===== config.mk =====
export PLATFORM = sky130hd
export DESIGN_NAME = ad5761r_spi_slave_flat
export DESIGN_NICKNAME = d
export VERILOG_FILES = /design/src/rtl/ad5761r_spi_slave_if.sv /design/src/rtl/ad5761r_spi_slave.sv /design/src/flat_wrapper.sv
export SDC_FILE = /design/constraint.sdc
export NUM_CORES = 1
export LEC_CHECK = 0
export CORE_ASPECT_RATIO = 0.7
export CORE_MARGIN = 5
export CORE_UTILIZATION = 45
export CTS_BUF_LIST = sky130_fd_sc_hd__clkbuf_4
export DETAILED_ROUTE_END_ITERATION = 16
export PLACE_DENSITY_LB_ADDON = 0.25
export SETUP_SLACK_MARGIN = 0.05
export SYNTH_ARGS = -nofsm -noshare
export SYNTH_HDL_FRONTEND = slang
export SYNTH_SLANG_ARGS = --single-unit

===== constraint.sdc =====
create_clock -name clk -period 3.9 [get_ports clk]
set_input_delay 0.78 -clock clk [delete_from_list [all_inputs] [get_ports clk]]
set_output_delay 0.78 -clock clk [all_outputs]
set_load 0.005 [all_outputs]

===== src/rtl/ad5761r_spi_slave_if.sv =====
// ---------------------------------------------------------------------------
// ad5761r_spi_slave_if
// Pin bundle of an AD5761R-style DAC serial port.
//   DAC_SCLK    : serial clock from master, idles high
//   DAC_CS_N    : frame select, active-low
//   DAC_DIN     : serial data into the DAC, MSB first
//   DAC_DOUT    : serial readback data out of the DAC
//   DAC_RESET_N : hardware reset pin, active-low level
//   DAC_LOAD_N  : LDAC pin, falling edge copies input reg to DAC reg
//   DAC_CLEAR_N : clear pin, active-low level
//   DAC_ALERT_N : alert output, active-low
// Modports: master (host/bench side), slave (DAC model side).
// ---------------------------------------------------------------------------
interface ad5761r_spi_slave_if;
  logic DAC_SCLK;
  logic DAC_CS_N;
  logic DAC_DIN;
  logic DAC_DOUT;
  logic DAC_RESET_N;
  logic DAC_LOAD_N;
  logic DAC_CLEAR_N;
  logic DAC_ALERT_N;

  modport master (
    output DAC_SCLK, DAC_CS_N, DAC_DIN, DAC_RESET_N, DAC_LOAD_N, DAC_CLEAR_N,
    input  DAC_DOUT, DAC_ALERT_N
  );

  modport slave (
    input  DAC_SCLK, DAC_CS_N, DAC_DIN, DAC_RESET_N, DAC_LOAD_N, DAC_CLEAR_N,
    output DAC_DOUT, DAC_ALERT_N
  );
endinterface


===== src/rtl/ad5761r_spi_slave.sv =====
// ---------------------------------------------------------------------------
// ad5761r_spi_slave
// Behavioural SPI slave of an AD5761R DAC, running entirely in the clk domain.
// All pins are 2-FF synchronised and edge-detected; SCLK period must be at
// least 8 clk.
//
// Ports:
//   clk        : system clock (50 MHz)
//   rst_n      : asynchronous active-low reset
//   spi        : ad5761r_spi_slave_if.slave pin bundle
//   dac_code   : current DAC register
//   ctrl_reg   : current control register
//   frame_err  : one-clk pulse on a malformed frame (frame check build only)
//
// Build option:
//   AD5761R_SLV_FRAME_CHECK_EN defined   -> only 24-bit frames execute; other
//                                           lengths are dropped and pulse
//                                           frame_err.
//   AD5761R_SLV_FRAME_CHECK_EN undefined -> the last 24 bits shifted always
//                                           execute; frame_err is tied low.
// ---------------------------------------------------------------------------
module ad5761r_spi_slave (
  input  logic                      clk,
  input  logic                      rst_n,
  ad5761r_spi_slave_if.slave        spi,
  output logic [15:0]               dac_code,
  output logic [10:0]               ctrl_reg,
  output logic                      frame_err
);

  localparam int FRAME_W = 24;

  typedef enum logic [1:0] {
    ST_IDLE  = 2'd0,
    ST_SHIFT = 2'd1,
    ST_EXEC  = 2'd2
  } state_t;

  state_t state, state_nxt;

  // Range select shared by power-up (PV) and clear (CV) fields.
  function automatic logic [15:0] range_code(input logic [1:0] sel);
    if (sel[1])      return 16'hFFFF;
    else if (sel[0]) return 16'h8000;
    else             return 16'h0000;
  endfunction

  // ---- stage p0/p1: pin synchronisers, p2: previous value for edges ----
  logic sclk_p0, sclk_p1, sclk_p2;
  logic cs_n_p0, cs_n_p1, cs_n_p2;
  logic din_p0, din_p1;
  logic load_n_p0, load_n_p1, load_n_p2;
  logic clear_n_p0, clear_n_p1;
  logic reset_n_p0, reset_n_p1;

  // Pins idle high, so the synchronisers come out of reset at the idle level
  // to avoid phantom edges or a phantom pin reset right after rst_n.
  always_ff @(posedge clk or negedge rst_n) begin
    if (!rst_n) begin
      sclk_p0    <= 1'b1; sclk_p1    <= 1'b1; sclk_p2   <= 1'b1;
      cs_n_p0    <= 1'b1; cs_n_p1    <= 1'b1; cs_n_p2   <= 1'b1;
      din_p0     <= 1'b0; din_p1     <= 1'b0;
      load_n_p0  <= 1'b1; load_n_p1  <= 1'b1; load_n_p2 <= 1'b1;
      clear_n_p0 <= 1'b1; clear_n_p1 <= 1'b1;
      reset_n_p0 <= 1'b1; reset_n_p1 <= 1'b1;
    end else begin
      sclk_p0    <= spi.DAC_SCLK;    sclk_p1    <= sclk_p0;    sclk_p2   <= sclk_p1;
      cs_n_p0    <= spi.DAC_CS_N;    cs_n_p1    <= cs_n_p0;    cs_n_p2   <= cs_n_p1;
      din_p0     <= spi.DAC_DIN;     din_p1     <= din_p0;
      load_n_p0  <= spi.DAC_LOAD_N;  load_n_p1  <= load_n_p0;  load_n_p2 <= load_n_p1;
      clear_n_p0 <= spi.DAC_CLEAR_N; clear_n_p1 <= clear_n_p0;
      reset_n_p0 <= spi.DAC_RESET_N; reset_n_p1 <= reset_n_p0;
    end
  end

  logic sclk_fall, sclk_rise, cs_fall, cs_rise, load_fall;
  assign sclk_fall = sclk_p2 & ~sclk_p1;
  assign sclk_rise = ~sclk_p2 & sclk_p1;
  assign cs_fall   = cs_n_p2 & ~cs_n_p1;
  assign cs_rise   = ~cs_n_p2 & cs_n_p1;
  assign load_fall = load_n_p2 & ~load_n_p1;

  // ---- frame shifting and control decode ----
  logic [FRAME_W-1:0] rx_sr;
  logic [FRAME_W-1:0] tx_sr;
  logic [4:0]         bit_cnt;
  logic [FRAME_W-1:0] rb_word;
  logic [15:0]        in_q, dac_q;
  logic [10:0]        ctrl_q;
  logic               daisy_q;
  logic               alert_n_q;

  logic frame_start, shift_act, exec_st, frame_ok, exec_go, soft_rst;
  logic [3:0]  cmd;
  logic [15:0] data;

  // Command sits in bits 19:16, directly below a don't-care nibble; this is
  // the same layout the readback word uses.
  assign cmd  = rx_sr[19:16];
  assign data = rx_sr[15:0];

`ifdef AD5761R_SLV_FRAME_CHECK_EN
  assign frame_ok = (bit_cnt == 5'd24);
`else
  assign frame_ok = 1'b1;
`endif

  assign exec_go  = exec_st & frame_ok;
  assign soft_rst = ~reset_n_p1 | (exec_go & (cmd == 4'hF));

  // FSM state register
  always_ff @(posedge clk or negedge rst_n) begin
    if (!rst_n)        state <= ST_IDLE;
    else if (soft_rst) state <= ST_IDLE;
    else               state <= state_nxt;
  end

  // FSM next state; a CS_N rise seen in IDLE is ignored
  always_comb begin
    state_nxt = state;
    case (state)
      ST_IDLE:  if (cs_fall) state_nxt = ST_SHIFT;
      ST_SHIFT: if (cs_rise) state_nxt = ST_EXEC;
      ST_EXEC:  state_nxt = ST_IDLE;
      default:  state_nxt = ST_IDLE;
    endcase
  end

  // FSM outputs
  always_comb begin
    frame_start = 1'b0;
    shift_act   = 1'b0;
    exec_st     = 1'b0;
    case (state)
      ST_IDLE:  frame_start = cs_fall;
      ST_SHIFT: shift_act   = 1'b1;
      ST_EXEC:  exec_st     = 1'b1;
      default:  ;
    endcase
  end

  // Serial shift registers. rx_sr is not cleared per frame so that a short
  // frame still executes on the last 24 bits seen on DIN.
  always_ff @(posedge clk or negedge rst_n) begin
    if (!rst_n) begin
      rx_sr   <= '0;
      tx_sr   <= '0;
      bit_cnt <= '0;
    end else if (soft_rst) begin
      rx_sr   <= '0;
      tx_sr   <= '0;
      bit_cnt <= '0;
    end else if (frame_start) begin
      bit_cnt <= '0;
      tx_sr   <= rb_word;
    end else if (shift_act) begin
      if (sclk_fall) begin
        rx_sr <= {rx_sr[FRAME_W-2:0], din_p1};
        if (bit_cnt != 5'd31) bit_cnt <= bit_cnt + 5'd1;
      end
      // Zero fill: DOUT reads 0 once all 24 readback bits are out.
      if (sclk_rise) tx_sr <= {tx_sr[FRAME_W-2:0], 1'b0};
    end else if (exec_st) begin
      tx_sr <= '0;
    end
  end

  // ---- stage exec: register file update ----
  // Later assignments win: LDAC edge, then the EXEC write, then CLEAR.
  always_ff @(posedge clk or negedge rst_n) begin
    if (!rst_n) begin
      in_q      <= '0;
      dac_q     <= '0;
      ctrl_q    <= '0;
      daisy_q   <= 1'b0;
      rb_word   <= '0;
      alert_n_q <= 1'b0;
    end else if (soft_rst) begin
      in_q      <= '0;
      dac_q     <= '0;
      ctrl_q    <= '0;
      daisy_q   <= 1'b0;
      rb_word   <= '0;
      alert_n_q <= 1'b0;
    end else begin
      // A pending readback is single-use: the next frame takes it.
      if (frame_start) rb_word <= '0;
      if (load_fall)   dac_q   <= in_q;
      if (exec_go) begin
        case (cmd)
          4'h1: begin
            in_q <= data;
            if (!load_n_p1) dac_q <= data;
          end
          4'h2: dac_q <= in_q;
          4'h3: begin
            in_q  <= data;
            dac_q <= data;
          end
          4'h4: begin
            ctrl_q    <= data[10:0];
            alert_n_q <= 1'b1;
          end
          4'h7: begin
            in_q  <= range_code(ctrl_q[4:3]);
            dac_q <= range_code(ctrl_q[4:3]);
          end
          4'h9: daisy_q <= data[0];
          4'hA: rb_word <= {4'h0, cmd, in_q};
          4'hB: rb_word <= {4'h0, cmd, dac_q};
          4'hC: rb_word <= {4'h0, cmd, 5'h00, ctrl_q};
          default: ;
        endcase
      end
      if (!clear_n_p1) dac_q <= range_code(ctrl_q[10:9]);
    end
  end

`ifdef AD5761R_SLV_FRAME_CHECK_EN
  logic frame_err_q;
  always_ff @(posedge clk or negedge rst_n) begin
    if (!rst_n)        frame_err_q <= 1'b0;
    else if (soft_rst) frame_err_q <= 1'b0;
    else               frame_err_q <= exec_st & ~frame_ok;
  end
  assign frame_err = frame_err_q;
`else
  assign frame_err = 1'b0;
`endif

  // Daisy-chain mode, the don't-care nibble and the raw bit count have no
  // observable effect in this model.
  logic unused_bits;
  assign unused_bits = ^{rx_sr[23:20], daisy_q, bit_cnt};

  assign dac_code        = dac_q;
  assign ctrl_reg        = ctrl_q;
  assign spi.DAC_DOUT    = tx_sr[FRAME_W-1];
  assign spi.DAC_ALERT_N = alert_n_q;

endmodule


===== src/flat_wrapper.sv =====
// flat-port wrapper written by rule: the top's interface ports become plain ports
module ad5761r_spi_slave_flat 
  (clk, rst_n, dac_code, ctrl_reg, frame_err, spi_DAC_SCLK, spi_DAC_CS_N, spi_DAC_DIN, spi_DAC_RESET_N, spi_DAC_LOAD_N, spi_DAC_CLEAR_N, spi_DAC_DOUT, spi_DAC_ALERT_N);
  ad5761r_spi_slave_if spi_i ();
  input  logic clk;
  input  logic rst_n;
  output logic [15:0] dac_code;
  output logic [10:0] ctrl_reg;
  output logic frame_err;
  input wire logic [$bits(spi_i.DAC_SCLK)-1:0] spi_DAC_SCLK;
  input wire logic [$bits(spi_i.DAC_CS_N)-1:0] spi_DAC_CS_N;
  input wire logic [$bits(spi_i.DAC_DIN)-1:0] spi_DAC_DIN;
  input wire logic [$bits(spi_i.DAC_RESET_N)-1:0] spi_DAC_RESET_N;
  input wire logic [$bits(spi_i.DAC_LOAD_N)-1:0] spi_DAC_LOAD_N;
  input wire logic [$bits(spi_i.DAC_CLEAR_N)-1:0] spi_DAC_CLEAR_N;
  output wire logic [$bits(spi_i.DAC_DOUT)-1:0] spi_DAC_DOUT;
  output wire logic [$bits(spi_i.DAC_ALERT_N)-1:0] spi_DAC_ALERT_N;
  assign spi_i.DAC_SCLK = spi_DAC_SCLK;
  assign spi_i.DAC_CS_N = spi_DAC_CS_N;
  assign spi_i.DAC_DIN = spi_DAC_DIN;
  assign spi_i.DAC_RESET_N = spi_DAC_RESET_N;
  assign spi_i.DAC_LOAD_N = spi_DAC_LOAD_N;
  assign spi_i.DAC_CLEAR_N = spi_DAC_CLEAR_N;
  assign spi_DAC_DOUT = spi_i.DAC_DOUT;
  assign spi_DAC_ALERT_N = spi_i.DAC_ALERT_N;
  ad5761r_spi_slave u_core (.clk(clk), .rst_n(rst_n), .spi(spi_i), .dac_code(dac_code), .ctrl_reg(ctrl_reg), .frame_err(frame_err));
endmodule

==> results of run 1 <==
## worst register-to-register path, stage by stage, from the launching register on
cell,delay (ns)
dfrtp_1,0.62
nor2b_1,0.74
a21o_1,0.17
nand3b_1,0.63
o221ai_1,0.44
## cell usage after synthesis (9+ instances only)
| library cell | count |
|---|---|
| a221oi_1 | 15 |
| dfstp_2 | 13 |
| o21ai_0 | 13 |
| a22oi_1 | 38 |
| dfrtp_1 | 116 |
| buf_2 | 24 |
| o21ai_2 | 20 |
| inv_1 | 15 |
| clkbuf_1 | 19 |
| mux2i_1 | 26 |
| o221ai_2 | 10 |
| a31oi_1 | 9 |
| nand2_1 | 105 |
| nand3_1 | 19 |
| a21oi_1 | 52 |
## cell type report
cell class,count,share of cell area (%)
flip-flops and latches,129,47.2
multi-input cells,395,37.0
repair buffers,55,7.46
well taps,185,3.37
clock inverters,13,2.09
clock buffers,19,2.07
inverters,15,0.819
## through the flow
step	worst slack (ns)	hold WS [ns]	instance area, um^2
after detailed placement	1.29	0.347	6590
after floorplan	2.15	0.331	6080
after CTS	1.26	0.274	6880
final	1.20	0.265	6880
after global routing	1.01	0.296	6880
after global placement	1.44	0.337	6590
## path summary, 6_finish.rpt
kind,startpoint,end,slack (ns)
min in group clk,u_core.clear_n_p0$_DFF_PN1_,u_core.clear_n_p1$_DFF_PN1_,0.36
max in group asynchronous,rst_n,u_core.rb_word[10]$_DFF_PN0_,2.82
hold / removal,rst_n,u_core.dac_code[9]$_DFF_PN0_,0.26
setup reg to reg,u_core.rx_sr[17]$_DFFE_PN0P_,u_core.dac_code[2]$_DFF_PN0_,1.20
hold reg to reg,u_core.clear_n_p0$_DFF_PN1_,u_core.clear_n_p1$_DFF_PN1_,0.36
setup / recovery,u_core.rx_sr[17]$_DFFE_PN0P_,u_core.dac_code[2]$_DFF_PN0_,1.20
## where the power goes
part / leakage, nW / switching, mW / internal (mW) / total, mW
Sequential: 1.75 / 0.00877 / 1.35 / 1.36
Clock: 0.151 / 0.496 / 0.447 / 0.943
Combinational: 0.802 / 0.0975 / 0.0356 / 0.133
Total: 2.70 / 0.602 / 1.84 / 2.44
## cell families after synthesis
group,after synthesis,synth area share (%)
buf+inv,64,5.00
other cells,1,0.0616
simple gates,178,14.2
compound gates,188,22.8
flops,129,53.3
fa+ha+maj,1,0.165
mux,27,4.46
## metal layers
| metal | global-route usage [%] | part of all wire, % | vias up | wire (um) |
|---|---|---|---|---|
| met4 | 6.92 | 1.5 | 0 | 229 |
| met3 | 4.42 | 7.0 | 22 | 1100 |
| met5 | 0 | 0 | - | 0 |
| li1 | - | - | 2191 | - |
| met1 | 32.0 | 48 | 2395 | 7510 |
| met2 | 29.6 | 44 | 178 | 6870 |
==> results.tsv, run 1 <==
stage	metric	value	unit
finish	Register Area	3240	um^2
sta	Hold Fails Final Rpt	0	
die	Std-Cell Rows	35	
critical_path	ordered cell list for the critical path	nor2b_1, a21o_1, nand3b_1, o221ai_1	
route	DRC	0	
finish	Multi-input gate area	2540	um^2
critical_path	critical setup path kind	flip-flop to flip-flop	
cts	clock slew at the register clock pins of the worst setup and hold paths	0.11	ns
cts	number of CTS-inserted buffers	17	
finish	share of final-layout standard cells stronger than drive strength 1	16.6	%
logic_synthesis	average cell area after synthesis	10.3	um^2
critical_path	endpoint type of the worst setup path	flip-flop	
logic_synthesis	biggest area contributors in the synthesized netlist	dfrtp_1 48%, nand2_1 6.5%, dfstp_2 5.6%	
place	DP Wirelength	10.5	mm
route	Antenna Violating Nets Remaining	0	
cts	H-tree levels	4	
finish	Regs by FF count	u_core.rb_word: 24 flops, u_core.tx_sr: 24 flops, u_core.rx_sr: 20 flops	
logic_synthesis	share of synthesized flip-flops with an asynchronous set or reset	100	%
die	vertical die dimension	107	um
logic_synthesis	primary flip-flop cell chosen by synthesis mapping	dfrtp_1	
die	Die X	149	um
cts	CTS tree	built	
hold_path	Min-Delay Path Class	input pin to asynchronous set/reset pin	
cts	clock tree root driver cell	clkbuf_4	
logic_synthesis	flop and latch count out of synthesis	129	
cts	buffers inserted by post-CTS timing repair	0	
sta	RSZ-0062 raised after global routing	no	
sta	worst slew margin relative to its limit	11.5	%
cts	insertion delay to the later sink of the worst-skew pair	0.55	ns
logic_synthesis	post-synth cell types	53	
sta	portion of the clock cycle consumed by the worst path in the final layout	69.2	%
power_and_ir_drop	post-route total power	2.44	mW
finish	highest-count cells in the layout ignoring fill and taps	116 x dfrtp_1, 105 x nand2_1, 52 x a21oi_1, 38 x a22oi_1, 35 x clkdlybuf4s50_1	
finish	Antenna Diode Count	0	
finish	Area growth, synth to finish	13.0	%
finish	leading cell type in the layout, fill and taps excluded	dfrtp_1	
sta	setup-violating endpoint count in the final report	0	
route	detailed-routing iteration count for the pre-antenna-repair pass	6	
sta	number of max-slew violations in the final report	0	
power_and_ir_drop	PwrDens	355	nW/um^2
critical_path	Critical-path top delay cell	nor2b_1	
power_and_ir_drop	highest ir drop seen on vdd	0.184	mV
route	final routed wirelength across all metal layers	15.7	mm
status	result of the run	finished clean	
finish	non-filler cells in the finished layout	811	
die	initial core utilization	46.0	%
logic_synthesis	Cells after Synth	588	
cts	sinks on the clock net	129	
finish	number of nets at the end of the flow	621	
route	routed vias/inst	5.90	
cts	post-cts hold buffer count	0	
die	core area	13200	um^2
die	DIE AREA	16000	um^2
critical_path	required time at the endpoint of the critical path	4.32	ns
critical_path	kind of start point of the critical path	flip-flop	
die	total I/O pin count	38	
sta	Max Clock Freq	370	MHz
place	Port Buffers	36	
critical_path	Worst Reg-to-Reg Cells	4	
logic_synthesis	proportion of synthesized chip area in sequential cells	53.3	%
cts	maximum root-to-sink buffer count	2	
logic_synthesis	Synth Cell Area	6080	um^2
finish	fill cell total of the finished layout	1184	
logic_synthesis	total number of yosys warnings	0	
power_and_ir_drop	leakage power total	2.70	nW
global_route	largest net degree at the start of global routing	57	
place	routability congestion estimate from global placement	0.910	
global_route	Remaining Overflow, GRT	0	
cts	post-CTS sizing	0	
sta	final clock skew	0.0203	ns
critical_path	family with the most delay on the worst path	simple AND/OR/NAND/NOR gates	
global_route	GRT Util Overall	21.0	%
global_route	number of global-route vias before repair	4694	
logic_synthesis	post-synth top area cell	dfrtp_1	
flow_run	number of maximum-capacitance constraint violations	0	
logic_synthesis	top-area cell type share of the netlist area	47.7	%
global_route	antenna violations before repair	0	
sta	shortest clock period the worst path allows after layout	2.70	ns
sta	aggregate negative setup slack	0	ns
critical_path	Worst path max stage delay	0.73	ns
critical_path	WP depth	4	
logic_synthesis	number of flops mapped to enable cells by yosys	0	
critical_path	buffers plus inverters on the worst setup path	0	
route	Starting DRT DRC Count	502	
finish	core utilization of the finished layout	52.0	%
route	via count	4786	
global_route	global-route wire length before repair	26.2	mm
sta	transition time of the tightest slew-check pin	1.32	ns
critical_path	worst-path maximum fanout	17	
logic_synthesis	post-synth net total	596	
place	Placed Instances	779	
route	Routed WL per cell	19.4	um
critical_path	Critical Path AT	3.12	ns
Power figures use the tool's default switching activity.
==> run 2, diff against run 1 <==
==> constraint.sdc (replaced) <==
create_clock -name clk -period 2.5 [get_ports clk]
set_input_delay 0.5 -clock clk [delete_from_list [all_inputs] [get_ports clk]]
set_output_delay 0.5 -clock clk [all_outputs]
set_load 0.005 [all_outputs]
==> results.tsv, run 2 (synthesized netlist as in run 1, its figures left out) <==
stage	metric	value	unit	change
place	Port Buffers	36		unchanged
sta	setup-violating endpoint count in the final report	0		unchanged
place	DP Wirelength	10.4	mm	-0.81%
die	core area	13200	um^2	unchanged
cts	maximum root-to-sink buffer count	2		unchanged
sta	shortest clock period the worst path allows after layout	2.16	ns	-0.535 ns
sta	transition time of the tightest slew-check pin	0.780	ns	-0.536 ns
hold_path	Min-Delay Path Class	flip-flop to flip-flop		
power_and_ir_drop	leakage power total	2.76	nW	+2.3%
critical_path	endpoint type of the worst setup path	flip-flop		
hold_path	worst hold path depth	0		
critical_path	kind of start point of the critical path	flip-flop		
global_route	met1 demand-to-capacity share in global routing	31.1	%	-0.88 points
power_and_ir_drop	post-route total power	3.92	mW	+61%
finish	Regs by FF count	u_core.rb_word: 24 flops, u_core.tx_sr: 24 flops, u_core.rx_sr: 20 flops		
sta	Hold Fails Final Rpt	0		unchanged
route	Routed WL per cell	18.6	um	-3.8%
route	Starting DRT DRC Count	439		-13%
cts	CTS tree	built		
sta	RSZ-0062 raised after global routing	no		
sta	Max Clock Freq	462	MHz	+25%
flow_run	number of maximum-capacitance constraint violations	0		unchanged
cts	buffers inserted by post-CTS timing repair	0		unchanged
cts	insertion delay to the later sink of the worst-skew pair	0.52	ns	-0.03 ns
hold_path	Hold Path Sink	u_core.din_p1$_DFF_PN0_		
die	initial core utilization	46.0	%	unchanged
global_route	number of global-route vias before repair	4623		-1.5%
global_route	global-route layer with the greatest usage	met1		
finish	number of nets at the end of the flow	630		+1.4%
finish	leading cell type in the layout, fill and taps excluded	dfrtp_1		
die	DIE AREA	16000	um^2	unchanged
sta	worst slew margin relative to its limit	48.0	%	+37 points
critical_path	worst-path maximum fanout	19		+2
power_and_ir_drop	highest ir drop seen on vdd	0.397	mV	+120%
route	DRC	0		unchanged
sta	WHS	0.360	ns	+0.0959 ns
sta	final clock skew	0.0214	ns	+0.00110 ns
critical_path	Critical-path top delay cell	dfrtp_1		
critical_path	endpoint of the worst-slack reg-to-reg timing path	u_core.dac_code[0]$_DFF_PN0_		
global_route	GRT Util Overall	20.3	%	-0.68 points
cts	H-tree levels	4		unchanged
critical_path	critical setup path kind	flip-flop to flip-flop		
route	final routed wirelength across all metal layers	15.3	mm	-2.7%
finish	share of final-layout standard cells stronger than drive strength 1	17.8	%	+1.2 points
critical_path	ordered cell list for the critical path	and3_1, a21o_1, or3_1, o221ai_1		
global_route	largest net degree at the start of global routing	46		-19%
cts	sinks on the clock net	129		unchanged
cts	number of CTS-inserted buffers	17		unchanged
place	cell area after placement	6660	um^2	+1.1%
finish	Antenna Diode Count	0		unchanged
global_route	global-route track usage on met3	4.04	%	-0.38 points
route	routed vias/inst	5.83		-1.3%
global_route	met2 track demand over resource	28.6	%	-0.97 points
finish	fill cell total of the finished layout	1161		-1.9%
status	result of the run	finished clean		
hold_path	Hold Crit Start	u_core.din_p0$_DFF_PN0_		
place	routability congestion estimate from global placement	0.932		+2.5%
critical_path	Reg2Reg Setup Slack	0.34	ns	-0.86 ns
critical_path	R2R Path Start	u_core.rx_sr[16]$_DFFE_PN0P_		
sta	portion of the clock cycle consumed by the worst path in the final layout	86.6	%	+17 points
route	detailed-routing iteration count for the pre-antenna-repair pass	5		-1
finish	Register Area	3240	um^2	unchanged
die	total I/O pin count	38		unchanged
global_route	antenna violations before repair	0		unchanged
cts	clock slew at the register clock pins of the worst setup and hold paths	0.11	ns	about the same
route	Antenna Violating Nets Remaining	0		unchanged
power_and_ir_drop	PwrDens	561	nW/um^2	+58%
global_route	Remaining Overflow, GRT	0		unchanged
finish	highest-count cells in the layout ignoring fill and taps	116 x dfrtp_1, 105 x nand2_1, 52 x a21oi_1, 38 x a22oi_1, 35 x clkdlybuf4s50_1		
critical_path	Critical Path AT	2.51	ns	-0.61 ns
finish	Area growth, synth to finish	14.8	%	
sta	aggregate negative setup slack	0	ns	unchanged
critical_path	Worst path max stage delay	0.69	ns	-0.04 ns
finish	Multi-input gate area	2540	um^2	unchanged
die	vertical die dimension	107	um	unchanged
die	Std-Cell Rows	35		unchanged
critical_path	required time at the endpoint of the critical path	2.85	ns	-1.47 ns
finish	Final Instance Area	6990	um^2	+1.6%
sta	number of max-slew violations in the final report	0		unchanged
route	via count	4777		-0.19%
global_route	global-route wire length before repair	25.5	mm	-2.5%
cts	clock tree root driver cell	clkbuf_4		
critical_path	Worst Reg-to-Reg Cells	4		unchanged
die	Die X	149	um	unchanged
==> run 2: where the power goes <==
| group | internal (mW) | leakage (nW) | switching, mW |
|---|---|---|---|
| combinational | 0.0605 | 0.851 | 0.152 |
| clock | 0.815 | 0.164 | 0.769 |
| sequential | 2.11 | 1.75 | 0.0139 |
| total | 2.99 | 2.76 | 0.935 |
==> run 2: how the worst max path moves through the flow <==
stage	from	endpoint	slack, ns	depth (start not counted)
floorplan	u_core.load_n_p2$_DFF_PN1_	u_core.dac_code[10]$_DFF_PN0_	0.75	5
global placement	u_core.rx_sr[16]$_DFFE_PN0P_	u_core.dac_code[0]$_DFF_PN0_	0.49	4
detailed placement	u_core.rx_sr[16]$_DFFE_PN0P_	u_core.dac_code[0]$_DFF_PN0_	0.39	4
CTS	u_core.rx_sr[16]$_DFFE_PN0P_	u_core.dac_code[0]$_DFF_PN0_	0.35	4
global route	u_core.rx_sr[16]$_DFFE_PN0P_	u_core.dac_code[1]$_DFF_PN0_	0.12	4
finish	u_core.rx_sr[16]$_DFFE_PN0P_	u_core.dac_code[0]$_DFF_PN0_	0.34	4
==> run 2: layout make-up <==
| type | count | area share, % |
|---|---|---|
| multi-input combinational | 395 | 36.4 |
| inverter | 15 | 0.806 |
| tap | 185 | 3.31 |
| timing repair buffer | 64 | 8.52 |
| sequential | 129 | 46.4 |
| clock buffer | 20 | 2.15 |
| clock inverter | 12 | 2.36 |
==> run 2: worst max-delay path, delay by kind of cell, from the launching register on <==
kind / cells / cell delay (ns)
flip-flops: 1 / 0.69
AND/OR/NAND/NOR: 2 / 0.91
AO/OA/AOI/OAI: 2 / 0.41
==> run 2: what timing repair did <==
action / 4_1_cts / 5_1_grt
resized for setup: 0 / 0
hold buffers: 1 / 0
endpoints found under the hold margin: 39 / 0
==> run 2: routing by layer <==
layer | wire length (um) | up-vias
met4 | 208 | 0
met3 | 1120 | 20
met1 | 7260 | 2392
met2 | 6700 | 157
li1 | - | 2208
met5 | 0 | -
==> run 2: stage by stage <==
stage | cells | utilization (%) | worst slack, ns
after floorplan | 588 | - | 0.748
after global routing | 820 | 52.8 | 0.120
after detailed placement | 787 | 50.4 | 0.391
final | 820 | 52.8 | 0.336
after global placement | 787 | 50.4 | 0.491
after CTS | 820 | 52.8 | 0.350
